<file path="config.mk">
export PLATFORM = sky130hd
export DESIGN_NAME = uart_rx_core_flat
export DESIGN_NICKNAME = d
export VERILOG_FILES = /design/src/rtl/uart_rx_core_pkg.sv /design/src/rtl/uart_rx_core_if.sv /design/src/rtl/uart_rx_core_sync2.sv /design/src/rtl/uart_rx_core.sv /design/src/flat_wrapper.sv
export SDC_FILE = /design/constraint.sdc
export NUM_CORES = 1
export LEC_CHECK = 0
export ABC_AREA = 1
export ABC_CLOCK_PERIOD_IN_PS = 1730
export BUFFER_PORTS_ARGS = -buffer_cell sky130_fd_sc_hd__buf_2
export CORE_MARGIN = 4
export CORE_UTILIZATION = 50
export CTS_CLUSTER_DIAMETER = 200
export DETAILED_ROUTE_END_ITERATION = 12
export PLACE_DENSITY = 0.71
export REMOVE_ABC_BUFFERS = 1
export SLEW_MARGIN = 30
export SYNTH_ARGS = -nofsm -noshare
export SYNTH_HDL_FRONTEND = slang
export SYNTH_SLANG_ARGS = --single-unit
</file>
<file path="constraint.sdc">
create_clock -name clk -period 1.73 [get_ports clk]
set_clock_uncertainty 0.1 [all_clocks]
set_input_delay 0.346 -clock clk [delete_from_list [all_inputs] [get_ports clk]]
set_output_delay 0.346 -clock clk [all_outputs]
set_load 0.01 [all_outputs]
</file>
<file path="src/rtl/uart_rx_core_pkg.sv">
`default_nettype none
// ============================================================================
//  Module      : uart_pkg
//  Description : Shared types and helpers for the UART receive path:
//                receiver state encoding, bit-period calculation, data width.
//  Revision    : 1.0 - initial release
// ============================================================================
package uart_pkg;

    localparam int DATA_BITS = 8;

    typedef enum logic [2:0] {
        IDLE   = 3'd0,
        START  = 3'd1,
        DATA   = 3'd2,
        PARITY = 3'd3,
        STOP   = 3'd4,
        BREAK  = 3'd5
    } rx_state_e;

    // Number of system clocks per serial bit (integer divide).
    function automatic int clks_per_bit(input int clk_freq, input int baud);
        return clk_freq / baud;
    endfunction

endpackage : uart_pkg
`default_nettype wire

</file>
<file path="src/rtl/uart_rx_core_if.sv">
`default_nettype none
// ============================================================================
//  Module      : uart_rx_core_if
//  Description : Serial line plus received-byte strobes of the UART receiver.
//                parity_err exists only when UART_RX_PARITY_EN is defined.
//  Revision    : 1.0 - initial release
// ============================================================================
interface uart_rx_core_if;

    logic       serial_in;
    logic       full;
    logic [7:0] parallel_out;
    logic       frame_err;
`ifdef UART_RX_PARITY_EN
    logic       parity_err;
`endif

    // Receiver core side
    modport slave (
        input  serial_in,
        output full,
        output parallel_out,
`ifdef UART_RX_PARITY_EN
        output parity_err,
`endif
        output frame_err
    );

    // Line driver / byte consumer side
    modport master (
        output serial_in,
        input  full,
        input  parallel_out,
`ifdef UART_RX_PARITY_EN
        input  parity_err,
`endif
        input  frame_err
    );

endinterface : uart_rx_core_if
`default_nettype wire

</file>
<file path="src/rtl/uart_rx_core_sync2.sv">
`default_nettype none
// ============================================================================
//  Module      : sync2
//  Description : Two-flop synchronizer for a single asynchronous bit with a
//                configurable reset value (idle-high lines reset to 1).
//  Revision    : 1.0 - initial release
// ============================================================================
module sync2 #(
    parameter logic RST_VAL = 1'b1
) (
    input  wire logic clk,
    input  wire logic reset,
    input  wire logic d_i,
    output logic      q_o
);

    logic meta_q;
    logic sync_q;

    // Two-stage capture of the asynchronous input.
    always_ff @(posedge clk or posedge reset) begin
        if (reset) begin
            meta_q <= RST_VAL;
            sync_q <= RST_VAL;
        end else begin
            meta_q <= d_i;
            sync_q <= meta_q;
        end
    end

    assign q_o = sync_q;

endmodule : sync2
`default_nettype wire

</file>
<file path="src/rtl/uart_rx_core.sv">
`default_nettype none
// ============================================================================
//  Module      : uart_rx_core
//  Description : Oversampling UART receiver, 8 data bits LSB first, 1 stop
//                bit. Each good byte is presented on parallel_out with a
//                one-cycle full strobe; a low stop bit gives a one-cycle
//                frame_err and the byte is discarded.
//                Define UART_RX_PARITY_EN for an even-parity bit after bit 7
//                and a parity_err strobe.
//  Revision    : 1.0 - initial release
// ============================================================================
module uart_rx_core
    import uart_pkg::*;
#(
    parameter int CLK_FREQ  = 50000000,
    parameter int BAUD_RATE = 115200
) (
    input  wire logic       clk,
    input  wire logic       reset,
    uart_rx_core_if.slave   bus
);

    localparam int CLKS_PER_BIT = clks_per_bit(CLK_FREQ, BAUD_RATE);
    localparam int TIMER_W      = $clog2(CLKS_PER_BIT);
    // Start bit is re-checked half a bit in; every later sample is one bit on.
    localparam logic [TIMER_W-1:0] HALF_RELOAD = TIMER_W'(CLKS_PER_BIT / 2 - 1);
    localparam logic [TIMER_W-1:0] BIT_RELOAD  = TIMER_W'(CLKS_PER_BIT - 1);
    localparam logic [2:0]         LAST_BIT    = 3'(DATA_BITS - 1);

    logic                 rxs;
    rx_state_e            state_q,  state_d;
    logic [TIMER_W-1:0]   timer_q,  timer_d;
    logic [2:0]           bitcnt_q, bitcnt_d;
    logic [DATA_BITS-1:0] shift_q,  shift_d;
    logic [DATA_BITS-1:0] dout_q,   dout_d;
    logic                 full_q,   full_d;
    logic                 ferr_q,   ferr_d;
`ifdef UART_RX_PARITY_EN
    logic                 par_q,    par_d;
    logic                 perr_q,   perr_d;
`endif
    logic                 expired;

    sync2 #(.RST_VAL(1'b1)) u_sync (
        .clk   (clk),
        .reset (reset),
        .d_i   (bus.serial_in),
        .q_o   (rxs)
    );

    assign expired = (timer_q == '0);

    // State, timer, shift register and strobe registers.
    always_ff @(posedge clk or posedge reset) begin
        if (reset) begin
            state_q  <= IDLE;
            timer_q  <= '0;
            bitcnt_q <= '0;
            shift_q  <= '0;
            dout_q   <= '0;
            full_q   <= 1'b0;
            ferr_q   <= 1'b0;
`ifdef UART_RX_PARITY_EN
            par_q    <= 1'b0;
            perr_q   <= 1'b0;
`endif
        end else begin
            state_q  <= state_d;
            timer_q  <= timer_d;
            bitcnt_q <= bitcnt_d;
            shift_q  <= shift_d;
            dout_q   <= dout_d;
            full_q   <= full_d;
            ferr_q   <= ferr_d;
`ifdef UART_RX_PARITY_EN
            par_q    <= par_d;
            perr_q   <= perr_d;
`endif
        end
    end

    // Frame sequencing: next state, sampling and strobe generation.
    always_comb begin
        state_d  = state_q;
        timer_d  = timer_q;
        bitcnt_d = bitcnt_q;
        shift_d  = shift_q;
        dout_d   = dout_q;
        full_d   = 1'b0;
        ferr_d   = 1'b0;
`ifdef UART_RX_PARITY_EN
        par_d    = par_q;
        perr_d   = 1'b0;
`endif
        if (state_q != IDLE && state_q != BREAK && !expired) begin
            timer_d = timer_q - TIMER_W'(1);
        end
        case (state_q)
            IDLE: begin
                if (!rxs) begin
                    state_d = START;
                    timer_d = HALF_RELOAD;
                end
            end
            START: begin
                if (expired) begin
                    if (rxs) begin
                        // Line went back high before mid-start: a glitch.
                        state_d = IDLE;
                    end else begin
                        state_d  = DATA;
                        timer_d  = BIT_RELOAD;
                        bitcnt_d = '0;
                    end
                end
            end
            DATA: begin
                if (expired) begin
                    shift_d[bitcnt_q] = rxs;
                    timer_d           = BIT_RELOAD;
                    if (bitcnt_q == LAST_BIT) begin
`ifdef UART_RX_PARITY_EN
                        state_d = PARITY;
`else
                        state_d = STOP;
`endif
                    end else begin
                        bitcnt_d = bitcnt_q + 3'd1;
                    end
                end
            end
`ifdef UART_RX_PARITY_EN
            PARITY: begin
                if (expired) begin
                    par_d   = rxs;
                    timer_d = BIT_RELOAD;
                    state_d = STOP;
                end
            end
`endif
            STOP: begin
                if (expired) begin
                    if (rxs) begin
                        state_d = IDLE;
`ifdef UART_RX_PARITY_EN
                        if (par_q != ^shift_q) begin
                            perr_d = 1'b1;
                        end else begin
                            dout_d = shift_q;
                            full_d = 1'b1;
                        end
`else
                        dout_d = shift_q;
                        full_d = 1'b1;
`endif
                    end else begin
                        // Frame error wins over parity; wait out any break.
                        ferr_d  = 1'b1;
                        state_d = BREAK;
                    end
                end
            end
            BREAK: begin
                if (rxs) begin
                    state_d = IDLE;
                end
            end
            default: begin
                state_d = IDLE;
            end
        endcase
    end

    assign bus.full         = full_q;
    assign bus.frame_err    = ferr_q;
    assign bus.parallel_out = dout_q;
`ifdef UART_RX_PARITY_EN
    assign bus.parity_err   = perr_q;
`endif

endmodule : uart_rx_core
`default_nettype wire
</file>
<file path="src/flat_wrapper.sv">
// flat-port wrapper written by rule: the top's interface ports become plain ports
module uart_rx_core_flat import uart_pkg::*;
#(
    parameter int CLK_FREQ  = 50000000,
    parameter int BAUD_RATE = 115200
)
  (clk, reset, bus_serial_in, bus_full, bus_parallel_out, bus_frame_err);
  uart_rx_core_if bus_i ();
  input  wire logic clk;
  input  wire logic reset;
  input wire logic [$bits(bus_i.serial_in)-1:0] bus_serial_in;
  output wire logic [$bits(bus_i.full)-1:0] bus_full;
  output wire logic [$bits(bus_i.parallel_out)-1:0] bus_parallel_out;
  output wire logic [$bits(bus_i.frame_err)-1:0] bus_frame_err;
  assign bus_i.serial_in = bus_serial_in;
  assign bus_full = bus_i.full;
  assign bus_parallel_out = bus_i.parallel_out;
  assign bus_frame_err = bus_i.frame_err;
  uart_rx_core #(.CLK_FREQ(CLK_FREQ), .BAUD_RATE(BAUD_RATE)) u_core (.clk(clk), .reset(reset), .bus(bus_i));
endmodule
</file>
==> results.txt <==
CP max FO - 7
RSZ-0062 raised after global routing - yes
cell taking the most area after synthesis - dfrtp_1
top-count cell post-synth - nand2_1
critical path type - reg -> reg
largest net degree at the start of global routing - 36
DIE AREA - 4580 um2
initial antenna violation count - 0
Req. time, crit path - 1880 ps
Final Hold Fails - 0
Synth cell types - 22
Main synth FF type - dfrtp_1
initial core utilization - 52.5%
ranking of synthesized cells by area - dfrtp_1 (46%), nand2_1 (16%), nand3_1 (5.1%)
gpl congestion - 0.857
Syn Area/Cell - 7.98 um2
Die X - 67.7 um
top-area cell type share of the netlist area - 46.4%
status - complete, no violations
Clock Latency Late Sink - 360 ps
CP arrival - 1800 ps
total net switching power - 338 uW
Pwr Density - 698 nW/um2
via/cell ratio - 4.97
Post-Syn Area - 1780 um2
final instance area - 2120 um2
commonest cells in the netlist - nand2_1 (75), dfrtp_1 (33), inv_1 (21)
Peak VDD IR - 0.440 mV
grt total ovfl - 0
MaxCap Viol Count - 0
share of cells above drive strength 1 - 23.8%
yosys warns - 0
reg2reg path depth - 10
Setup violations, final - 0
Detailed Place HPWL - 2360 um
Final TNS setup - 0 ps
ANT cells - 0
HP Start - u_core.u_sync.meta_q
Core Rows - 21
Hold EP - u_core.u_sync.q_o
Clock power frac - 42.0%
vias - 1502
number of synthesized flops with an enable pin - 0
# port buffers - 12
CTS tree - yes
Placement Cell Area - 1940 um2
Tightest Hold Check Type - reg -> reg
I/O Pins - 13
Final Non-Filler Cells - 302
die height - 67.7 um
period utilization - 95.6%
Min-Delay Path Depth - 0
CTS Root Buffer Type - clkbuf_4
Final Util - 62.7%
Crit. End Element - flip-flop
first-pass GRT wire length - 5680 um
Worst R2R End - u_core.bitcnt_q[1]
number of synthesized register bits - 35
Final min period - 1650 ps
Leakage Power - 0.00113 uW
Slew Limit Fails - 0
Core ar. - 3390 um2
Seq pwr share - 55.7%
Sink Count - 35
vias in the first global route - 1319
FMAX - 0.604 GHz
combinational share of power - 2.4%
internal power - 1150 uW
FF-to-FF Start - u_core.timer_q[1]
Async SR Flop Fraction - 100%
Routed WL - 3580 um
Max H-tree Level - 2
Layout Nets - 261
clk buf depth - 2
R2R setup slack - 80 ps
Tightest Pin Transition - 288 ps
wire per inst - 11.8 um
drt drc - 0
GR Util All Layers - 16.7%
Clk pin slew, worst setup/hold paths - 120 ps
Syn Inst Count - 223
overall power - 1480 uW
CP startpoint kind - flip-flop
Inst Count DP - 285
sw frac - 22.8%
sequential area share after synthesis - 49.4%
DRT antenna net count - 0
iteration-0 DRC count of the detailed router - 63
Worst slew margin - 80.7%
Pre-Repair DR Iteration Count - 5
TritonCTS Buffers - 5
area grow syn2layout - 19.4%
layout by cell type (no fill, tap or decap), types with 3 or more instances in the layout:
cell type | Yosys | final
nand2_1 | 75 | 73
dfrtp_1 | 33 | 33
inv_1 | 21 | 21
nand3_1 | 18 | 18
nor2_1 | 14 | 14
o21ai_0 | 13 | 12
buf_2 | 1 | 12
buf_4 | 0 | 11
o21ai_1 | 9 | 10
inv_2 | 8 | 7
nand2_2 | 5 | 6
clkbuf_4 | 0 | 5
nand3_4 | 2 | 3
nor2_2 | 3 | 3
xor2_1 | 3 | 3
o31ai_1 | 3 | 3
power groups by stage:
stage / sequential [uW] / clock (uW) / combinational, uW
after detailed placement: 841 / 0 / 32.5
after floorplan: 840 / 0 / 16.8
after global routing: 827 / 667 / 40.4
final: 826 / 623 / 35.3
after CTS: 825 / 636 / 36.1
after global placement: 841 / 0 / 32.6
sequential cells by signal, indices dropped and copies added (netlist names):
name	count
u_core.bus.frame_err	1
u_core.u_sync.meta_q	1
u_core.bitcnt_q	3
u_core.timer_q	9
u_core.bus.full	1
u_core.state_q	3
u_core.u_sync.q_o	1
u_core.bus.parallel_out	8
u_core.shift_q	8
critical path, cell delays in order, from the launching register on:
cell	delay, ps
dfrtp_1	410
inv_1	60
ha_2	180
nand2_2	70
nor2_4	120
nand3_4	150
buf_4	170
nand2_2	80
nand3_4	90
nand2_1	60
o21ai_1	60
layout make-up:
type	count	area, um2
repair buffers	26	183
fillers	297	1260
flip-flops and latches	35	878
well taps	46	57.6
inverters	30	120
clock buffers	5	37.5
clock inverters	3	47.5
multi-input cells	157	801
repair_timing:
action,4_1_cts,5_1_grt
setup endpoints to repair,0,20
hold buffers,2,0
resized for setup,0,9
hold endpoints to repair,34,0
setup buffers,0,6
metrics by stage:
step                      setup WS, ps  hold slack, ps
after global placement            78.6             245
after CTS                         30.6             263
final                             75.4             262
after floorplan                   81.8             245
after detailed placement          45.2             247
after global routing             -23.3             271
logic make-up (layout without fill, tap and decap cells):
logic type	after synthesis	after routing	share of synthesized area, %
compound gates	25	25	7.45
xor+xnor	3	3	1.48
fa+ha+maj	3	3	2.11
buf+inv	32	64	7.31
flops	35	35	49.4
simple gates	125	126	32.3
layer usage:
| metal | GRT usage [%] | share of wire (%) | up-vias |
|---|---|---|---|
| li1 | - | - | 773 |
| met1 | 22.4 | 50 | 691 |
| met2 | 25.5 | 44 | 32 |
| met3 | 4.99 | 4.8 | 6 |
| met4 | 6.08 | 1.5 | 0 |
| met5 | 0 | 0 | - |
how the worst max path moves through the flow:
stage / from / endpoint / slack, ps / depth (start not counted)
after CTS: u_core.timer_q[1] / u_core.bus.parallel_out[0] / 30 / 10
final: u_core.timer_q[1] / u_core.bitcnt_q[1] / 80 / 10
after floorplan: u_core.timer_q[0] / u_core.timer_q[6] / 80 / 9
after global routing: u_core.timer_q[0] / u_core.timer_q[0] / -20 / 10
after global placement: u_core.timer_q[0] / u_core.bus.parallel_out[5] / 80 / 10
after detailed placement: u_core.timer_q[0] / u_core.bus.parallel_out[0] / 50 / 10
(Power assumes the default switching activity.)
